## config.mk

```make
export PLATFORM = sky130hd
export DESIGN_NAME = axis_multi_snooper_flat
export DESIGN_NICKNAME = d
export VERILOG_FILES = /design/src/rtl/snoop_pkg.sv /design/src/rtl/axis_multi_snooper_if.sv /design/src/rtl/axis_pkt_tracker.sv /design/src/rtl/axis_multi_snooper.sv /design/src/flat_wrapper.sv
export SDC_FILE = /design/constraint.sdc
export NUM_CORES = 1
export LEC_CHECK = 0
export BUFFER_PORTS_ARGS = -buffer_cell sky130_fd_sc_hd__buf_2
export CORE_MARGIN = 5
export CORE_UTILIZATION = 44
export DETAILED_ROUTE_END_ITERATION = 16
export GPL_ROUTABILITY_DRIVEN = 0
export PLACE_DENSITY = 0.84
export SKIP_CTS_REPAIR_TIMING = 1
export SYNTH_ARGS = -nofsm -noshare
export SYNTH_HDL_FRONTEND = slang
export SYNTH_HIERARCHICAL = 1
export SYNTH_SLANG_ARGS = --single-unit
```

## constraint.sdc

```tcl
create_clock -name clk -period 15.95 [get_ports clk]
set_input_delay 1.595 -clock clk [delete_from_list [all_inputs] [get_ports clk]]
set_output_delay 1.595 -clock clk [all_outputs]
set_load 0.005 [all_outputs]
```

## src/rtl/snoop_pkg.sv

```systemverilog
// Shared encodings and helpers for the multi-channel AXI-Stream snooper.
package snoop_pkg;

  localparam logic [0:0] CAP_WAIT = 1'b0;
  localparam logic [0:0] CAP_CAP  = 1'b1;

  localparam logic [1:0] TRK_SYNC = 2'd0;
  localparam logic [1:0] TRK_IDLE = 2'd1;
  localparam logic [1:0] TRK_BODY = 2'd2;

  // Keep vectors are zero-extended to 64 bits, covering TDATA up to 512 bits.
  function automatic logic [7:0] popcount(input logic [63:0] v);
    logic [7:0] n;
    n = '0;
    for (int i = 0; i < 64; i++) n = n + {7'b0, v[i]};
    return n;
  endfunction

  // First requester at or after ptr, wrapping within n channels.
  function automatic logic [3:0] rr_pick(input logic [15:0] req, input int ptr, input int n);
    logic [3:0] w;
    logic       found;
    int         idx;
    w     = '0;
    found = 1'b0;
    for (int i = 0; i < 16; i++) begin
      idx = (ptr + i) % n;
      if (i < n && !found && req[idx]) begin
        w     = 4'(idx);
        found = 1'b1;
      end
    end
    return w;
  endfunction

endpackage

```

## src/rtl/axis_multi_snooper_if.sv

```systemverilog
// Snooped AXI-Stream links plus the packet-memory write port.
interface axis_multi_snooper_if #(
  parameter int DATA_WIDTH = 64,
  parameter int ADDR_WIDTH = 10,
  parameter int NUM_CH     = 4
);
  localparam int KEEP_W = DATA_WIDTH / 8;
  localparam int LEN_W  = ADDR_WIDTH + $clog2(DATA_WIDTH / 8) + 1;
  localparam int CH_W   = (NUM_CH > 1) ? $clog2(NUM_CH) : 1;

  logic [NUM_CH*DATA_WIDTH-1:0] snoop_TDATA;
  logic [NUM_CH*KEEP_W-1:0]     snoop_TKEEP;
  logic [NUM_CH-1:0]            snoop_TVALID;
  logic [NUM_CH-1:0]            snoop_TREADY;
  logic [NUM_CH-1:0]            snoop_TLAST;
  logic                         mem_ready;
  logic [ADDR_WIDTH-1:0]        wr_addr;
  logic [DATA_WIDTH-1:0]        wr_data;
  logic                         wr_en;
  logic                         done;
  logic [LEN_W-1:0]             len_bytes;
  logic                         trunc;
  logic [CH_W-1:0]              cur_ch;

  modport master (
    output snoop_TDATA, snoop_TKEEP, snoop_TVALID, snoop_TREADY, snoop_TLAST, mem_ready,
    input  wr_addr, wr_data, wr_en, done, len_bytes, trunc, cur_ch
  );
  modport slave (
    input  snoop_TDATA, snoop_TKEEP, snoop_TVALID, snoop_TREADY, snoop_TLAST, mem_ready,
    output wr_addr, wr_data, wr_en, done, len_bytes, trunc, cur_ch
  );
endinterface

```

## src/rtl/axis_pkt_tracker.sv

```systemverilog
// Per-channel packet boundary tracker; starts in SYNC so a packet cut by reset is ignored.
module axis_pkt_tracker
  import snoop_pkg::*;
(
  input  logic clk,
  input  logic rst,
  input  logic i_valid,
  input  logic i_ready,
  input  logic i_last,
  output logic o_is_start,
  output logic o_is_last
);
  logic [1:0] r_state;
  logic       w_acc;

  assign w_acc      = i_valid & i_ready;
  assign o_is_start = w_acc & (r_state == TRK_IDLE);
  assign o_is_last  = w_acc & i_last;

  always_ff @(posedge clk or posedge rst) begin
    if (rst) begin
      r_state <= TRK_SYNC;
    end else if (w_acc) begin
      case (r_state)
        TRK_SYNC: if (i_last)  r_state <= TRK_IDLE;
        TRK_IDLE: if (!i_last) r_state <= TRK_BODY;
        TRK_BODY: if (i_last)  r_state <= TRK_IDLE;
        default:               r_state <= TRK_SYNC;
      endcase
    end
  end
endmodule

```

## src/rtl/axis_multi_snooper.sv

```systemverilog
// Captures one whole packet at a time from NUM_CH snooped links into packet memory.
// Optional SNOOP_DROP_CNT_EN adds per-channel saturating dropped-packet counters.
module axis_multi_snooper
  import snoop_pkg::*;
#(
  parameter int DATA_WIDTH = 64,
  parameter int ADDR_WIDTH = 10,
  parameter int NUM_CH     = 4
) (
  input  logic clk,
  input  logic rst,
  axis_multi_snooper_if.slave bus
`ifdef SNOOP_DROP_CNT_EN
  ,
  output logic [NUM_CH*16-1:0] drop_cnt
`endif
);
  localparam int KEEP_W = DATA_WIDTH / 8;
  localparam int LEN_W  = ADDR_WIDTH + $clog2(DATA_WIDTH / 8) + 1;
  localparam int CH_W   = (NUM_CH > 1) ? $clog2(NUM_CH) : 1;

  logic [NUM_CH-1:0][DATA_WIDTH-1:0] w_tdata;
  logic [NUM_CH-1:0][KEEP_W-1:0]     w_tkeep;
  logic [NUM_CH-1:0]                 w_start, w_last, w_acc, w_grant;
  logic [CH_W-1:0]                   w_win, w_idx;
  logic                              w_take;
  logic [63:0]                       w_keep64;
  logic [7:0]                        w_pc;

  logic [0:0]            r_state;
  logic [CH_W-1:0]       r_rr_ptr, r_cur_ch;
  logic [ADDR_WIDTH-1:0] r_cnt, r_wr_addr;
  logic                  r_full;
  logic [DATA_WIDTH-1:0] r_wr_data;
  logic                  r_wr_en, r_done, r_trunc;
  logic [LEN_W-1:0]      r_len;

  assign w_tdata = bus.snoop_TDATA;
  assign w_tkeep = bus.snoop_TKEEP;
  assign w_acc   = bus.snoop_TVALID & bus.snoop_TREADY;

  for (genvar c = 0; c < NUM_CH; c++) begin : g_ch
    axis_pkt_tracker u_trk (
      .clk       (clk),
      .rst       (rst),
      .i_valid   (bus.snoop_TVALID[c]),
      .i_ready   (bus.snoop_TREADY[c]),
      .i_last    (bus.snoop_TLAST[c]),
      .o_is_start(w_start[c]),
      .o_is_last (w_last[c])
    );
  end

  assign w_win  = CH_W'(rr_pick(16'(w_start), int'(r_rr_ptr), NUM_CH));
  assign w_take = (r_state == CAP_WAIT) & bus.mem_ready & (|w_start);
  assign w_idx  = (r_state == CAP_WAIT) ? w_win : r_cur_ch;
  assign w_pc   = popcount(w_keep64);

  always_comb begin
    w_keep64 = '0;
    w_keep64[KEEP_W-1:0] = w_tkeep[w_idx];
    w_grant = '0;
    if (w_take) w_grant[w_win] = 1'b1;
  end

  always_ff @(posedge clk or posedge rst) begin
    if (rst) begin
      r_state   <= CAP_WAIT;
      r_rr_ptr  <= '0;
      r_cur_ch  <= '0;
      r_cnt     <= '0;
      r_full    <= 1'b0;
      r_wr_addr <= '0;
      r_wr_data <= '0;
      r_wr_en   <= 1'b0;
      r_done    <= 1'b0;
      r_trunc   <= 1'b0;
      r_len     <= '0;
    end else begin
      r_wr_en <= 1'b0;
      r_done  <= 1'b0;
      r_trunc <= 1'b0;
      case (r_state)
        CAP_WAIT: begin
          if (w_take) begin
            r_wr_en   <= 1'b1;
            r_wr_addr <= '0;
            r_wr_data <= w_tdata[w_win];
            r_len     <= LEN_W'(w_pc);
            r_cur_ch  <= w_win;
            r_rr_ptr  <= (int'(w_win) == NUM_CH - 1) ? '0 : w_win + 1'b1;
            r_cnt     <= ADDR_WIDTH'(1);
            r_full    <= 1'b0;
            if (w_last[w_win]) r_done  <= 1'b1;
            else               r_state <= CAP_CAP;
          end
        end
        default: begin
          if (w_acc[r_cur_ch]) begin
            // Once the last word is written, later beats are only tracked for TLAST.
            if (!r_full) begin
              r_wr_en   <= 1'b1;
              r_wr_addr <= r_cnt;
              r_wr_data <= w_tdata[r_cur_ch];
              r_len     <= r_len + LEN_W'(w_pc);
              r_cnt     <= r_cnt + 1'b1;
              if (r_cnt == '1) r_full <= 1'b1;
            end
            if (w_last[r_cur_ch]) begin
              r_done  <= 1'b1;
              r_trunc <= r_full;
              r_state <= CAP_WAIT;
            end
          end
        end
      endcase
    end
  end

  assign bus.wr_addr   = r_wr_addr;
  assign bus.wr_data   = r_wr_data;
  assign bus.wr_en     = r_wr_en;
  assign bus.done      = r_done;
  assign bus.len_bytes = r_len;
  assign bus.trunc     = r_trunc;
  assign bus.cur_ch    = r_cur_ch;

`ifdef SNOOP_DROP_CNT_EN
  logic [NUM_CH-1:0]       w_drop;
  logic [NUM_CH-1:0][15:0] r_drop;

  assign w_drop   = w_start & ~w_grant;
  assign drop_cnt = r_drop;

  always_ff @(posedge clk or posedge rst) begin
    if (rst) begin
      r_drop <= '0;
    end else begin
      for (int c = 0; c < NUM_CH; c++)
        if (w_drop[c] && r_drop[c] != 16'hFFFF) r_drop[c] <= r_drop[c] + 16'd1;
    end
  end
`endif
endmodule

```

## src/flat_wrapper.sv

```systemverilog
// flat-port wrapper written by rule: the top's interface ports become plain ports
module axis_multi_snooper_flat import snoop_pkg::*;
#(
  parameter int DATA_WIDTH = 64,
  parameter int ADDR_WIDTH = 10,
  parameter int NUM_CH     = 4
)
  (clk, rst, bus_snoop_TDATA, bus_snoop_TKEEP, bus_snoop_TVALID, bus_snoop_TREADY, bus_snoop_TLAST, bus_mem_ready, bus_wr_addr, bus_wr_data, bus_wr_en, bus_done, bus_len_bytes, bus_trunc, bus_cur_ch);
  axis_multi_snooper_if #(.DATA_WIDTH(DATA_WIDTH), .ADDR_WIDTH(ADDR_WIDTH), .NUM_CH(NUM_CH)) bus_i ();
  input  logic clk;
  input  logic rst;
  input wire logic [$bits(bus_i.snoop_TDATA)-1:0] bus_snoop_TDATA;
  input wire logic [$bits(bus_i.snoop_TKEEP)-1:0] bus_snoop_TKEEP;
  input wire logic [$bits(bus_i.snoop_TVALID)-1:0] bus_snoop_TVALID;
  input wire logic [$bits(bus_i.snoop_TREADY)-1:0] bus_snoop_TREADY;
  input wire logic [$bits(bus_i.snoop_TLAST)-1:0] bus_snoop_TLAST;
  input wire logic [$bits(bus_i.mem_ready)-1:0] bus_mem_ready;
  output wire logic [$bits(bus_i.wr_addr)-1:0] bus_wr_addr;
  output wire logic [$bits(bus_i.wr_data)-1:0] bus_wr_data;
  output wire logic [$bits(bus_i.wr_en)-1:0] bus_wr_en;
  output wire logic [$bits(bus_i.done)-1:0] bus_done;
  output wire logic [$bits(bus_i.len_bytes)-1:0] bus_len_bytes;
  output wire logic [$bits(bus_i.trunc)-1:0] bus_trunc;
  output wire logic [$bits(bus_i.cur_ch)-1:0] bus_cur_ch;
  assign bus_i.snoop_TDATA = bus_snoop_TDATA;
  assign bus_i.snoop_TKEEP = bus_snoop_TKEEP;
  assign bus_i.snoop_TVALID = bus_snoop_TVALID;
  assign bus_i.snoop_TREADY = bus_snoop_TREADY;
  assign bus_i.snoop_TLAST = bus_snoop_TLAST;
  assign bus_i.mem_ready = bus_mem_ready;
  assign bus_wr_addr = bus_i.wr_addr;
  assign bus_wr_data = bus_i.wr_data;
  assign bus_wr_en = bus_i.wr_en;
  assign bus_done = bus_i.done;
  assign bus_len_bytes = bus_i.len_bytes;
  assign bus_trunc = bus_i.trunc;
  assign bus_cur_ch = bus_i.cur_ch;
  axis_multi_snooper #(.DATA_WIDTH(DATA_WIDTH), .ADDR_WIDTH(ADDR_WIDTH), .NUM_CH(NUM_CH)) u_core (.clk(clk), .rst(rst), .bus(bus_i));
endmodule
```

==> metrics.txt <==
run status=complete, no violations; worst reg2reg path endpoint=u_core/bus.len_bytes[11]$_DFFE_PP0P_; Reg-to-Reg Start=u_core/g_ch[3].u_trk/r_state[1]$_DFFE_PP0P_; main flop type after synthesis=dfrtp_1; Pint=1240 uW; sequential share of the synthesized area=0.318; HPWL Detailed=23600 um; Req. time, crit path=16.23 ns; Ys Warns=6; Root Buffer=clkbuf_16; clk_skew=0.0117 ns; synth top area cells=dfrtp_1 32%, mux4_2 17%, mux2i_1 12%; Post-Syn Area per Cell=10.7 um2; sequential share of power=0.248; drt pass-1 iters=6; library cells used by synthesis=51; critical path arrival=8.18 ns; power share of the clock group=0.182; largest net degree at the start of global routing=107; Yosys reg bits=115; mean number of vias per cell=6.08; syn nets=1160; FP Rows=52; Startpoint Class=input port; IO Port Bufs=395; Post-Syn Area=9060 um2; vias in the first global route=9481; die width=153 um; final number of setup-violating endpoints=0; drt drc=0; Core Box Area=20200 um2; antenna violations before repair=1; Syn Inst Count=844; CTS HTree Levels=4; worst hold path startpoint=u_core/bus.wr_addr[2]$_DFFE_PP0P_; Tmin final=7.90 ns; switching power=877 uW; number of CTS-inserted buffers=17; clock-pin slew on the worst setup and hold paths=0.06 ns; Worst Hold Depth=1; wire per inst=21.3 um; HP Class=reg2reg; EDFF count, synth=0; first-pass GRT wire length=49300 um; layout cells sized above 1=0.455; initial core utilization=0.448; Reg2Reg Setup Slack=8.92 ns; Combinational Power Share=0.570; grt total ovfl=0; Clock Sinks=115; Pwr per Cell Area=180 nW/um2; Setup CP Type=in2reg; CTS tree=yes; Tot GR Track Use=0.256; Die Height=153 um; Final Hold Violating Endpoints=0; clk_lat worst skew=0.41 ns; Placed Instances=1445; clock buffer depth=2; Die Area=23600 um2; WHS Endpoint=u_core/bus.wr_addr[2]$_DFFE_PP0P_; TNS Setup=0 ns; crit share post-route=0.495; count of pins over their slew limit=0; Rel. slew slack=0.0582; Switching Fraction=0.415; max_cap viols=0; static leakage=0.00542 uW; drt total wl=31400 um; measured slew at the worst slew-check pin=1.41 ns; Worst Setup End Kind=flop; Finished Layout Cells=1478; RSZ-0062 raised after global routing=false; # IOs=396; Layout Area Growth over Synthesis=29.4%; fraction of registers with async set/reset=1.00; fmax=0.127 GHz; 1st-iter DRT viols=726; Final #Nets=1510; CP max FO=33; r2r worst-path depth=24; Post-DRT Antenna Nets=0; maximum VDD drop=0.000170 V; Yosys top cell area share=0.318; via count=8993; Yosys top cell by area=dfrtp_1
## cells in the final DEF, fill, tap and decap left out, types with 8 or more instances in the layout
cell type  count
ha_1           8
dfrtp_1      112
mux4_2        69
mux2_1        16
inv_1         19
o22ai_1       33
a221oi_1      32
clkbuf_16     17
a22o_1        10
o21ai_0       73
nand3_1        9
xor2_1        14
buf_4         10
mux2_2        26
mux2i_1      111
o22a_1        32
nor2_1        56
nand2_1       53
buf_2        395
## area by class of cell
cell class / instances / area [um2]
Antenna cell: 1 / 2.50
Clock buffer: 22 / 474
Clock inverter: 10 / 125
Fill cell: 1709 / 8510
Inverter: 23 / 93.8
Multi-Input combinational cell: 632 / 5750
Sequential cell: 115 / 2890
Tap cell: 270 / 338
Timing Repair Buffer: 405 / 2050
## flip-flops by register name (all words and copies together), names as in the netlist
name and count:
u_core/bus.trunc 1, u_core/bus.wr_addr 10, u_core/r_state 1, u_core/g_ch.u_trk/r_state 8, u_core/r_rr_ptr 2, u_core/bus.wr_en 1, u_core/bus.wr_data 64, u_core/bus.cur_ch 2
u_core/bus.len_bytes 14, u_core/r_full 1, u_core/r_cnt 10, u_core/bus.done 1
## logic make-up after synthesis
family / synth area share
multiplexers: 0.347
AO/OA/AOI/OAI: 0.160
AND/OR/NAND/NOR: 0.0846
flip-flops: 0.318
buffers and inverters: 0.0492
XOR/XNOR: 0.0203
adder cells (fa/ha/maj): 0.0221
## cells in the mapped netlist (16+ instances only)
library cell and number:
dfrtp_1 115, mux2i_1 111, o21ai_0 73, mux4_2 69
nor2_1 58, nand2_1 53, o22ai_1 33, a221oi_1 32
clkbuf_1 32, o22a_1 32, buf_2 31, mux2_2 26
inv_1 20, mux2_1 16
## power groups by stage
stage               sequential, uW  clock [uW]  combinational (uW)
detailed placement             528           0                1190
global route                   541         405                1320
global placement               522           0                1140
finish                         524         384                1200
CTS                            523         392                1200
floorplan                      481           0                 895
## per-stage QoR
| stage | total power, uW | setup slack, ns | util | hold WS [ns] | instance area [um2] |
|---|---|---|---|---|---|
| global route | 2270 | 7.81 | 0.579 | 0.513 | 11700 |
| floorplan | 1380 | 8.85 | - | 0.464 | 9060 |
| CTS | 2110 | 8.13 | 0.579 | 0.498 | 11700 |
| finish | 2110 | 8.05 | 0.579 | 0.495 | 11700 |
| global placement | 1660 | 7.89 | 0.550 | 0.479 | 11100 |
| detailed placement | 1720 | 7.68 | 0.550 | 0.484 | 11100 |
## worst max path at each step
| stage | start | to | slack [ns] |
|---|---|---|---|
| final | bus_snoop_TVALID[3] | u_core/bus.len_bytes[11]$_DFFE_PP0P_ | 8.05 |
| after global routing | bus_snoop_TVALID[0] | u_core/bus.len_bytes[11]$_DFFE_PP0P_ | 7.81 |
| after CTS | bus_snoop_TVALID[3] | u_core/bus.len_bytes[11]$_DFFE_PP0P_ | 8.13 |
| after detailed placement | bus_snoop_TVALID[3] | u_core/bus.len_bytes[11]$_DFFE_PP0P_ | 7.68 |
| after global placement | bus_snoop_TVALID[3] | u_core/bus.len_bytes[11]$_DFFE_PP0P_ | 7.89 |
| after floorplan | bus_snoop_TREADY[2] | u_core/bus.len_bytes[11]$_DFFE_PP0P_ | 8.85 |
## routing by layer
metal / GRT usage / vias to the layer above / part of all wire
met2: 0.443 / 533 / 0.51
li1: - / 3967 / -
met1: 0.311 / 4411 / 0.38
met3: 0.0588 / 82 / 0.083
met4: 0.101 / 0 / 0.034
met5: 0 / - / 0
## worst max-delay path, stage by stage
cell      delay (ns)
buf_2           0.14
nand4b_1        0.18
inv_1           0.16
nor2_1          0.08
nor4b_1         0.68
o21ai_2         0.56
o21ai_2         0.40
mux2_2          0.41
fa_1            0.53
inv_1           0.05
fa_1            0.53
inv_1           0.06
fa_1            0.52
inv_1           0.04
ha_1            0.19
inv_1           0.08
fa_1            0.46
inv_1           0.11
ha_1            0.22
a21o_1          0.17
a21o_1          0.20
a21oi_1         0.41
nand4b_1        0.19
xor2_1          0.17
nor2_1          0.06
Power figures use the tool's default switching activity.
